<file path="config.mk">
export PLATFORM = sky130hd
export DESIGN_NAME = ahblite_bram_ctrl
export DESIGN_NICKNAME = d
export VERILOG_FILES = /design/src/rtl/ahblite_bram_ctrl_pkg.sv /design/src/rtl/ahblite_bram_ctrl_mask.sv /design/src/rtl/ahblite_bram_ctrl.sv
export SDC_FILE = /design/constraint.sdc
export NUM_CORES = 1
export LEC_CHECK = 0
export ABC_AREA = 1
export BUFFER_PORTS_ARGS = -buffer_cell sky130_fd_sc_hd__buf_2
export CAP_MARGIN = 15
export CORE_MARGIN = 5
export CORE_UTILIZATION = 35
export CTS_BUF_LIST = sky130_fd_sc_hd__clkbuf_16
export DETAILED_ROUTE_END_ITERATION = 10
export MAX_ROUTING_LAYER = met4
export PLACE_DENSITY_LB_ADDON = 0.2
export SLEW_MARGIN = 40
export SYNTH_ARGS = -nofsm -noshare
export SYNTH_HDL_FRONTEND = slang
export SYNTH_HIERARCHICAL = 1
export SYNTH_SLANG_ARGS = --single-unit
export TNS_END_PERCENT = 30
</file>
<file path="constraint.sdc">
create_clock -name HCLK -period 1.8 [get_ports HCLK]
set_input_delay 0.09 -clock HCLK [delete_from_list [all_inputs] [get_ports HCLK]]
set_output_delay 0.09 -clock HCLK [all_outputs]
set_load 0.02 [all_outputs]
</file>
<file path="src/rtl/ahblite_bram_ctrl_pkg.sv">
// Shared definitions for the AHB-Lite to block-RAM controller.
// Holds the AHB transfer-type, transfer-size and response codes plus the
// encoding of the response state machine.
package ahblite_bram_ctrl_pkg;

    localparam logic [1:0] HTRANS_IDLE   = 2'b00;
    localparam logic [1:0] HTRANS_BUSY   = 2'b01;
    localparam logic [1:0] HTRANS_NONSEQ = 2'b10;
    localparam logic [1:0] HTRANS_SEQ    = 2'b11;

    localparam logic [2:0] HSIZE_BYTE = 3'd0;
    localparam logic [2:0] HSIZE_HALF = 3'd1;
    localparam logic [2:0] HSIZE_WORD = 3'd2;

    localparam logic HRESP_OKAY  = 1'b0;
    localparam logic HRESP_ERROR = 1'b1;

    typedef enum logic [1:0] {
        RESP_OKAY = 2'd0,
        RESP_ERR1 = 2'd1,
        RESP_ERR2 = 2'd2
    } resp_state_t;

endpackage

</file>
<file path="src/rtl/ahblite_bram_ctrl_mask.sv">
// ahb_byte_mask: combinational byte-lane decoder.
// Ports:
//   hsize   in  3  AHB transfer size
//   addr_lo in  2  byte address bits [1:0]
//   mask    out 4  byte lanes touched by the transfer
//   illegal out 1  size unsupported or address misaligned for the size
module ahb_byte_mask
    import ahblite_bram_ctrl_pkg::*;
(
    input  logic [2:0] hsize,
    input  logic [1:0] addr_lo,
    output logic [3:0] mask,
    output logic       illegal
);

    always_comb begin
        mask    = 4'b0000;
        illegal = 1'b0;
        case (hsize)
            HSIZE_BYTE: mask = 4'b0001 << addr_lo;
            HSIZE_HALF: begin
                mask    = 4'b0011 << {addr_lo[1], 1'b0};
                illegal = addr_lo[0];
            end
            HSIZE_WORD: begin
                mask    = 4'b1111;
                illegal = (addr_lo != 2'b00);
            end
            default: illegal = 1'b1;
        endcase
    end

endmodule

</file>
<file path="src/rtl/ahblite_bram_ctrl.sv">
// ahblite_bram_ctrl: AHB-Lite slave in front of a simple dual-port BRAM
// (port A write, port B registered read). Zero wait states for legal
// transfers, two-cycle ERROR response for illegal ones.
//
// state | meaning
// ------+---------------------------------------------------------
// OKAY  | normal operation, HREADYOUT=1, HRESP=OKAY
// ERR1  | first error cycle, HREADYOUT=0, HRESP=ERROR
// ERR2  | second error cycle, HREADYOUT=1, HRESP=ERROR
//
// Ports:
//   HCLK, HRESET                     clock, async active-high reset
//   HSEL/HADDR/HTRANS/HSIZE/HWRITE   address phase
//   HWDATA                           write data (data phase)
//   HREADY                           bus ready in
//   HREADYOUT/HRESP/HRDATA           slave response
//   BRAM_ADDRA/BRAM_WE/BRAM_WDATA    BRAM write port
//   BRAM_ADDRB/BRAM_RDATA            BRAM read port (1-cycle read latency)
module ahblite_bram_ctrl
    import ahblite_bram_ctrl_pkg::*;
#(
    parameter int ADDR_WIDTH = 14
) (
    input  logic                  HCLK,
    input  logic                  HRESET,
    input  logic                  HSEL,
    input  logic [31:0]           HADDR,
    input  logic [1:0]            HTRANS,
    input  logic [2:0]            HSIZE,
    input  logic                  HWRITE,
    input  logic [31:0]           HWDATA,
    input  logic                  HREADY,
    output logic                  HREADYOUT,
    output logic                  HRESP,
    output logic [31:0]           HRDATA,
    output logic [ADDR_WIDTH-1:0] BRAM_ADDRA,
    output logic [3:0]            BRAM_WE,
    output logic [31:0]           BRAM_WDATA,
    output logic [ADDR_WIDTH-1:0] BRAM_ADDRB,
    input  logic [31:0]           BRAM_RDATA
);

    resp_state_t           state_q, state_d;
    logic                  dp_write_q, dp_write_d;
    logic                  dp_read_q, dp_read_d;
    logic [ADDR_WIDTH-1:0] dp_addr_q, dp_addr_d;
    logic [3:0]            dp_mask_q, dp_mask_d;
    logic                  fwd_valid_q, fwd_valid_d;
    logic [ADDR_WIDTH-1:0] fwd_addr_q, fwd_addr_d;
    logic [31:0]           fwd_data_q, fwd_data_d;
    logic [3:0]            fwd_mask_q, fwd_mask_d;

    logic                  accept;
    logic                  legal_accept;
    logic [3:0]            ap_mask;
    logic                  ap_illegal;
    logic [ADDR_WIDTH-1:0] ap_word;
    logic                  fwd_hit;

    // Upper address bits alias onto the BRAM; HTRANS[0] only separates
    // NONSEQ from SEQ, which this slave treats identically.
    logic unused_bits;
    assign unused_bits = ^{HADDR[31:ADDR_WIDTH+2], HADDR[1:0] == 2'b00 ? 1'b0 : 1'b0, HTRANS[0]};

    assign ap_word      = HADDR[ADDR_WIDTH+1:2];
    assign accept       = HSEL & HREADY & HTRANS[1];
    assign legal_accept = accept & ~ap_illegal;

    ahb_byte_mask u_mask (
        .hsize   (HSIZE),
        .addr_lo (HADDR[1:0]),
        .mask    (ap_mask),
        .illegal (ap_illegal)
    );

    always_comb begin
        state_d = state_q;
        case (state_q)
            RESP_OKAY: if (accept && ap_illegal) state_d = RESP_ERR1;
            RESP_ERR1: state_d = RESP_ERR2;
            RESP_ERR2: state_d = (accept && ap_illegal) ? RESP_ERR1 : RESP_OKAY;
            default:   state_d = RESP_OKAY;
        endcase
    end

    always_comb begin
        dp_write_d  = dp_write_q;
        dp_read_d   = dp_read_q;
        dp_addr_d   = dp_addr_q;
        dp_mask_d   = dp_mask_q;
        fwd_valid_d = fwd_valid_q;
        fwd_addr_d  = fwd_addr_q;
        fwd_data_d  = fwd_data_q;
        fwd_mask_d  = fwd_mask_q;
        // Data-phase flags only advance when the bus completes a phase;
        // an illegal transfer leaves no data phase behind.
        if (HREADY) begin
            dp_write_d = legal_accept & HWRITE;
            dp_read_d  = legal_accept & ~HWRITE;
            if (accept) begin
                dp_addr_d = ap_word;
                dp_mask_d = ap_mask;
            end
            // Remember the write that lands on this edge so a read issued
            // on the same edge can override BRAM's read-old-data result.
            if (dp_write_q) begin
                fwd_valid_d = 1'b1;
                fwd_addr_d  = dp_addr_q;
                fwd_data_d  = HWDATA;
                fwd_mask_d  = dp_mask_q;
            end
        end
    end

    always_ff @(posedge HCLK or posedge HRESET) begin
        if (HRESET) begin
            state_q     <= RESP_OKAY;
            dp_write_q  <= 1'b0;
            dp_read_q   <= 1'b0;
            dp_addr_q   <= '0;
            dp_mask_q   <= 4'b0000;
            fwd_valid_q <= 1'b0;
            fwd_addr_q  <= '0;
            fwd_data_q  <= 32'h0;
            fwd_mask_q  <= 4'b0000;
        end else begin
            state_q     <= state_d;
            dp_write_q  <= dp_write_d;
            dp_read_q   <= dp_read_d;
            dp_addr_q   <= dp_addr_d;
            dp_mask_q   <= dp_mask_d;
            fwd_valid_q <= fwd_valid_d;
            fwd_addr_q  <= fwd_addr_d;
            fwd_data_q  <= fwd_data_d;
            fwd_mask_q  <= fwd_mask_d;
        end
    end

    assign HREADYOUT  = (state_q != RESP_ERR1);
    assign HRESP      = (state_q == RESP_OKAY) ? HRESP_OKAY : HRESP_ERROR;

    assign BRAM_WE    = dp_write_q ? dp_mask_q : 4'b0000;
    assign BRAM_ADDRA = dp_addr_q;
    assign BRAM_WDATA = HWDATA;
    assign BRAM_ADDRB = ap_word;

    assign fwd_hit = fwd_valid_q && (fwd_addr_q == dp_addr_q);

    always_comb begin
        HRDATA = 32'h0;
        if (dp_read_q) begin
            for (int n = 0; n < 4; n++) begin
                HRDATA[8*n +: 8] = (fwd_hit && fwd_mask_q[n]) ? fwd_data_q[8*n +: 8]
                                                              : BRAM_RDATA[8*n +: 8];
            end
        end
    end

endmodule

</file>
==> results of run 1 <==
state kept, by name, summed over array words and instances (netlist names):
signal,cells
fwd_valid_q,1
dp_read_q,1
fwd_mask_q,4
fwd_addr_q,14
fwd_data_q,32
dp_mask_q,4
dp_write_q,1
state_q,2
BRAM_ADDRA,14
worst max-delay path by stage:
stage                               startpoint          to  slack, ns  cells after the start
floorplan           BRAM_ADDRA[10]$_DFFE_PP0P_  HRDATA[14]       0.08                     11
global placement     BRAM_ADDRA[4]$_DFFE_PP0P_  HRDATA[10]       0.03                     11
detailed placement   BRAM_ADDRA[4]$_DFFE_PP0P_  HRDATA[25]      -0.02                     11
CTS                  fwd_addr_q[4]$_DFFE_PP0P_   HRDATA[4]      -0.29                     12
global route         BRAM_ADDRA[6]$_DFFE_PP0P_   HRDATA[9]      -0.46                     13
finish               fwd_addr_q[4]$_DFFE_PP0P_  HRDATA[18]      -0.30                     13
kinds of logic after synthesis:
group / after synthesis / share of synthesized area [%]
xor+xnor: 1 / 0.2109
mux: 37 / 10.03
buf+inv: 136 / 17.41
compound gates: 28 / 3.464
flops: 73 / 43.98
simple gates: 258 / 24.91
routing by layer:
| layer | track usage (%) | routed length, um | up-vias |
|---|---|---|---|
| met5 | - | 0 | - |
| met4 | 4.417 | 97 | 0 |
| met1 | 18.17 | 4426 | 1712 |
| met2 | 24.80 | 5229 | 114 |
| li1 | - | - | 1950 |
| met3 | 3.602 | 631 | 6 |
layout by cell type (no fill, tap or decap), types with 2 or more instances in the layout:
cell,instances
buf_2,154
nand2_1,147
dfrtp_1,73
nor2_1,73
inv_1,66
buf_4,42
mux2_2,37
o21ai_0,25
dlygate4sd3_1,23
nand3_1,16
clkbuf_16,11
nand2_2,8
buf_12,8
inv_2,7
nand3_4,5
nor2_2,5
buf_6,3
nor2_4,2
clkinvlp_4,2
a21oi_1,2
inv_6,2
worst max-delay path: cells and delay by family, from the launching register on:
family,cells,cell delay [ns]
buffers and inverters,4,0.50
flip-flops,1,0.38
AND/OR/NAND/NOR,9,0.78
layout make-up:
cell class | instances | area, sq um | area share, %
Timing Repair Buffer | 232 | 1560 | 26.83
Tap cell | 143 | 178.9 | 3.077
Sequential cell | 73 | 1827 | 31.42
Multi-Input combinational cell | 326 | 1699 | 29.22
Clock buffer | 9 | 225.2 | 3.873
Clock inverter | 7 | 46.29 | 0.7962
Inverter | 73 | 277.8 | 4.777
power by group through the flow:
| stage | sequential [mW] | combinational, mW | clock (mW) |
|---|---|---|---|
| final | 2.31 | 1.29 | 1.61 |
| after global routing | 2.37 | 1.45 | 1.75 |
| after CTS | 2.30 | 1.26 | 1.68 |
| after detailed placement | 2.31 | 1.17 | 0 |
| after global placement | 2.29 | 1.15 | 0 |
| after floorplan | 2.33 | 0.804 | 0 |
timing repair:
action                                  CTS  global route
pin swaps                                 7            14
hold buffers                             23             0
setup buffers                             6             6
gates cloned                              1             3
endpoints found under the setup margin   32            32
endpoints found under the hold margin    49             0
resized for setup                        42            18
through the flow:
stage / hold slack (ns) / cell area, sq um / TNS, ns / setup slack [ns] / power, mW
floorplan: 0.1956 / 4158 / 0 / 0.07551 / 3.132
global placement: 0.1939 / 4938 / 0 / 0.03366 / 3.436
detailed placement: 0.1985 / 4938 / -0.01708 / -0.01708 / 3.485
CTS: 0.001063 / 5619 / -7.962 / -0.2946 / 5.237
global route: 0.005393 / 5814 / -12.93 / -0.4568 / 5.567
finish: 0.01332 / 5814 / -7.639 / -0.2957 / 5.203
==> summary.txt, run 1 <==
Longest Clk Path Bufs - 2
CP max stage delay - 0.38 ns
core footprint - 11520 sq um
Die ar. - 14150 sq um
Fillers - 1136
Sequential Power Share - 44.3%
later-pin clock latency in the skew report - 0.32 ns
Post-synth ARST share - 100.0%
Synth Register Bits - 73
VDD IR max - 576.1 uV
most area-consuming cells after synthesis - dfrtp_1, nand2_1, mux2_2
Internal - 3.608 mW
via/cell ratio - 4.382
non-filler instance count after layout - 863
WHS Path Cells - 3
share of post-route cells with drive strength above 1 - 40.42%
critical path type - register to primary output
Final min period - 2.096 ns
initial drt markers - 113
dpl cells - 808
Congestion Overflow GR - 0
Initial Util - 36.07%
CP cell instances - inv_1 > nand2_1 > nand2_1 > nor2_1 > nand2_1 > nor2_4 > buf_12 > nand3_4 > buf_12 > nand2_4 > nand2_1 > nor2_1 > buf_4
Avg Synthesized Cell Area - 7.794 sq um
Combinational Power Share - 24.8%
status - complete, but fails checks
PnR worst setup slack - -0.2957 ns
sw power - 1.595 mW
Syn Nets - 639
ant diodes - 0
TritonCTS clock tree - built
Port Buffer Count - 186
Nets - 821
vias in the first global route - 3630
CTS H-tree depth - 3
clock power share - 30.9%
sequential share of the synthesized area - 43.98%
Critical Path Start Type - register
count leader, synth - nand2_1
routed wire length - 10390 um
largest area contributor in the netlist - dfrtp_1
Final setup viols - 32
RSZ-0062 raised after global routing - yes
total track usage - 14.95%
clk slew on worst S/H paths - 0.06 ns
initial antenna violation count - 0
r2r startpoint - dp_write_q$_DFFE_PP0P_
area share of the largest cell type after synthesis - 43.98%
Slew HR - 59.44%
Unique masters post-synth - 19
row cnt - 39
YS warnings - 6
Detailed Routing Iterations Pass 1 - 4
worst r2r dst - fwd_mask_q[1]$_DFFE_PP0P_
worst-case reg-to-reg path depth - 3
DP Wirelength - 7484 um
Die W - 118.9 um
number of synthesized flops with an enable pin - 0
Crit. End Element - primary output
clk_skew - 0.007474 ns
clk sinks - 73
Syn Inst Count - 533
final period utilization - 116.4%
Slowest cell on crit path - dfrtp_1
routability cong. - 0.8083
wire per inst - 12.03 um
Max-Cap Viols - 0
critical path peak fanout - 8
CTS Buf Count - 9
P_leak - 3.323 nW
max-slew violation count - 0
fmax - 477.2 MHz
first-pass GRT wire length - 17140 um
Fin. Hold Viols - 0
flop-to-flop setup slack - 0.41 ns
largest net degree at the start of global routing - 65
pwr/cell area - 894.8 nW/um^2
mapped cell area - 4154 sq um
Antenna Nets Post-Route - 0
Worst Hold Endpoint - BRAM_ADDRA[2]$_DFFE_PP0P_
Die Y-Extent - 118.9 um
total I/O pin count - 204
Layout area overhead - 39.97%
DRC viols - 0
switching portion of total power - 30.65%
Hold Crit Class - input pin to register
Hold Startpoint - HADDR[4]
Root Buffer - clkbuf_16
vias after detailed routing - 3782
WP data required - 1.71 ns
top post-synthesis cells by count - nand2_1, nor2_1, dfrtp_1, inv_1, buf_4
worst slew pin tran - 0.6071 ns
Crit path top cell by count - nand2_1
violated checks - setup timing
CP Data Arrival Time - 2.01 ns
final core utilization - 50.49%
Most used DFF post-synth - dfrtp_1
Power figures use the tool's default switching activity.
==> run 2: changes to the inputs <==
PLACE_DENSITY = 0.74   (was not set)
PLACE_DENSITY_LB_ADDON = not set   (was 0.2)
==> run 2 against run 1 <==
The flow still finishes with violations (setup timing); first-iteration DRC count is 38% higher; critical path depth fell by 2; non-clock buffer count down 7; count of clock-buffer cells in the layout did not move; die area unchanged; fmax grew 1.3%.
==> summary.txt, run 2 (same netlist as run 1, synthesis figures left out) <==
fmax - 483.1 MHz (+1.3%)
later-pin clock latency in the skew report - 0.32 ns (about the same)
core footprint - 11520 sq um (unchanged)
Setup TNS - -7.424 ns (+0.2143 ns)
non-filler instance count after layout - 855 (-0.93%)
CTS H-tree depth - 3 (unchanged)
max-slew violation count - 0 (unchanged)
PnR worst setup slack - -0.2698 ns (+0.02594 ns)
RSZ-0062 raised after global routing - yes
TritonCTS clock tree - built
r2r startpoint - dp_write_q$_DFFE_PP0P_
dpl cells - 809 (+0.12%)
routed wire length - 10390 um (about the same)
Longest Clk Path Bufs - 2 (unchanged)
share of post-route cells with drive strength above 1 - 40.59% (+0.17 points)
Final min period - 2.070 ns (-0.02594 ns)
worst r2r dst - fwd_data_q[25]$_DFFE_PP0P_
worst slew pin tran - 0.4029 ns (-0.2042 ns)
first-pass GRT wire length - 16880 um (-1.5%)
Largest Register - fwd_data_q
Worst Hold Endpoint - fwd_data_q[24]$_DFFE_PP0P_
Port Buffer Count - 186 (unchanged)
total track usage - 14.80% (-0.15 points)
WP data required - 1.71 ns (about the same)
critical path peak fanout - 8 (unchanged)
CP Data Arrival Time - 1.98 ns (-0.03 ns)
most common cell after layout, fill and taps aside - buf_2
Hold Crit Class - input pin to register
flop-to-flop setup slack - 0.42 ns (about the same)
Final setup viols - 32 (unchanged)
clk sinks - 73 (unchanged)
Slew HR - 73.14% (+14 points)
Die ar. - 14150 sq um (unchanged)
vias in the first global route - 3529 (-2.8%)
worst-case reg-to-reg path depth - 3 (unchanged)
initial antenna violation count - 0 (unchanged)
violated checks - setup timing
Hold Startpoint - HWDATA[24]
DP Wirelength - 7439 um (-0.60%)
DRC viols - 0 (unchanged)
ant diodes - 0 (unchanged)
row cnt - 39 (unchanged)
Root Buffer - clkbuf_16
CTS Buf Count - 9 (unchanged)
total power - 5.252 mW (+0.95%)
wire per inst - 12.15 um (+0.98%)
clk slew on worst S/H paths - 0.06 ns (about the same)
initial drt markers - 156 (+38%)
Critical Path Start Type - register
Max-Cap Viols - 0 (unchanged)
Crit. End Element - primary output
via/cell ratio - 4.234 (-3.4%)
status - complete, but fails checks
critical path type - register to primary output
Layout area overhead - 37.35%
VDD IR max - 442.7 uV (-23%)
max FFs per register - 32 (unchanged)
WHS Path Cells - 2 (-1)
largest net degree at the start of global routing - 74 (+14%)
Detailed Routing Iterations Pass 1 - 4 (unchanged)
final period utilization - 115.0% (-1.4 points)
Die Y-Extent - 118.9 um (unchanged)
Die W - 118.9 um (unchanged)
routability cong. - 0.8049 (-0.42%)
Congestion Overflow GR - 0 (unchanged)
clk_skew - 0.005529 ns (-0.001945 ns)
total I/O pin count - 204 (unchanged)
most frequent cells in the layout - buf_2, nand2_1, dfrtp_1
Nets - 813 (-0.97%)
pwr/cell area - 920.6 nW/um^2 (+2.9%)
Antenna Nets Post-Route - 0 (unchanged)
Fin. Hold Viols - 0 (unchanged)
vias after detailed routing - 3620 (-4.3%)
P_leak - 3.279 nW (-1.3%)
Initial Util - 36.07% (unchanged)
==> run 2: cell types whose count changed in the layout (fill, tap and decap cells not counted), moves of 2 or more <==
cell	delta
buf_12	-4
buf_6	+3
dlygate4sd3_1	-4
inv_1	+4
inv_2	-4
inv_6	-2
nand2_1	-2
nand2_2	+2
nand3_4	-2
nor2_1	-3
nor2_2	+2
==> run 2: per-layer routing <==
metal  global-route usage (%)  wire length [um]
met1                    17.46              4446
met3                    3.223               525
met2                    25.75              5326
met5                        -                 0
met4                    3.693                92
==> run 2: worst max-delay path, stage by stage (launching register included) <==
cell and delay (ns):
dfrtp_1 0.40, nand2_1 0.07, nand2_1 0.05, nor2_1 0.13, nand2_1 0.11, nor2_4 0.22
nand3_4 0.14, buf_12 0.17, nand2_1 0.06, nand2_1 0.05, nor2_1 0.10, buf_4 0.15
==> run 2: layout make-up <==
class	instances	area (sq um)
Inverter	73	277.8
Fill cell	1104	5811
Clock inverter	7	62.56
Clock buffer	9	225.2
Sequential cell	73	1828
Tap cell	143	178.9
Multi-Input combinational cell	325	1692
Timing Repair Buffer	225	1441
==> run 2: power breakdown <==
| group | switching [mW] | internal [mW] | leakage [nW] |
|---|---|---|---|
| clock | 0.658 | 1.06 | 0.140 |
| combinational | 0.651 | 0.586 | 2.23 |
| sequential | 0.248 | 2.05 | 0.910 |
==> run 2: repair_timing <==
action | CTS | global route
setup buffers | 8 | 1
endpoints found under the hold margin | 89 | 2
resized for setup | 38 | 26
gates cloned | 1 | 1
hold buffers | 17 | 2
endpoints found under the setup margin | 32 | 32
pin swaps | 3 | 11
==> run 2: worst max path at each step <==
stage	from	to	slack, ns	cells past startpoint
global placement	BRAM_ADDRA[4]$_DFFE_PP0P_	HRDATA[1]	0.03	11
floorplan	BRAM_ADDRA[10]$_DFFE_PP0P_	HRDATA[14]	0.08	11
finish	fwd_addr_q[4]$_DFFE_PP0P_	HRDATA[16]	-0.27	11
detailed placement	BRAM_ADDRA[3]$_DFFE_PP0P_	HRDATA[3]	0.02	11
CTS	fwd_addr_q[4]$_DFFE_PP0P_	HRDATA[8]	-0.26	12
global route	BRAM_ADDRA[4]$_DFFE_PP0P_	HRDATA[19]	-0.45	12
==> run 2: stage by stage <==
step	setup WS (ns)	cell area (sq um)	utilization, %	hold slack, ns
after floorplan	0.07551	4158	-	0.1956
after global placement	0.02854	4946	42.95	0.2290
after detailed placement	0.01790	4946	42.95	0.2352
after CTS	-0.2578	5577	48.42	0.001714
after global routing	-0.4507	5705	49.54	0.004766
final	-0.2698	5705	49.54	0.01198
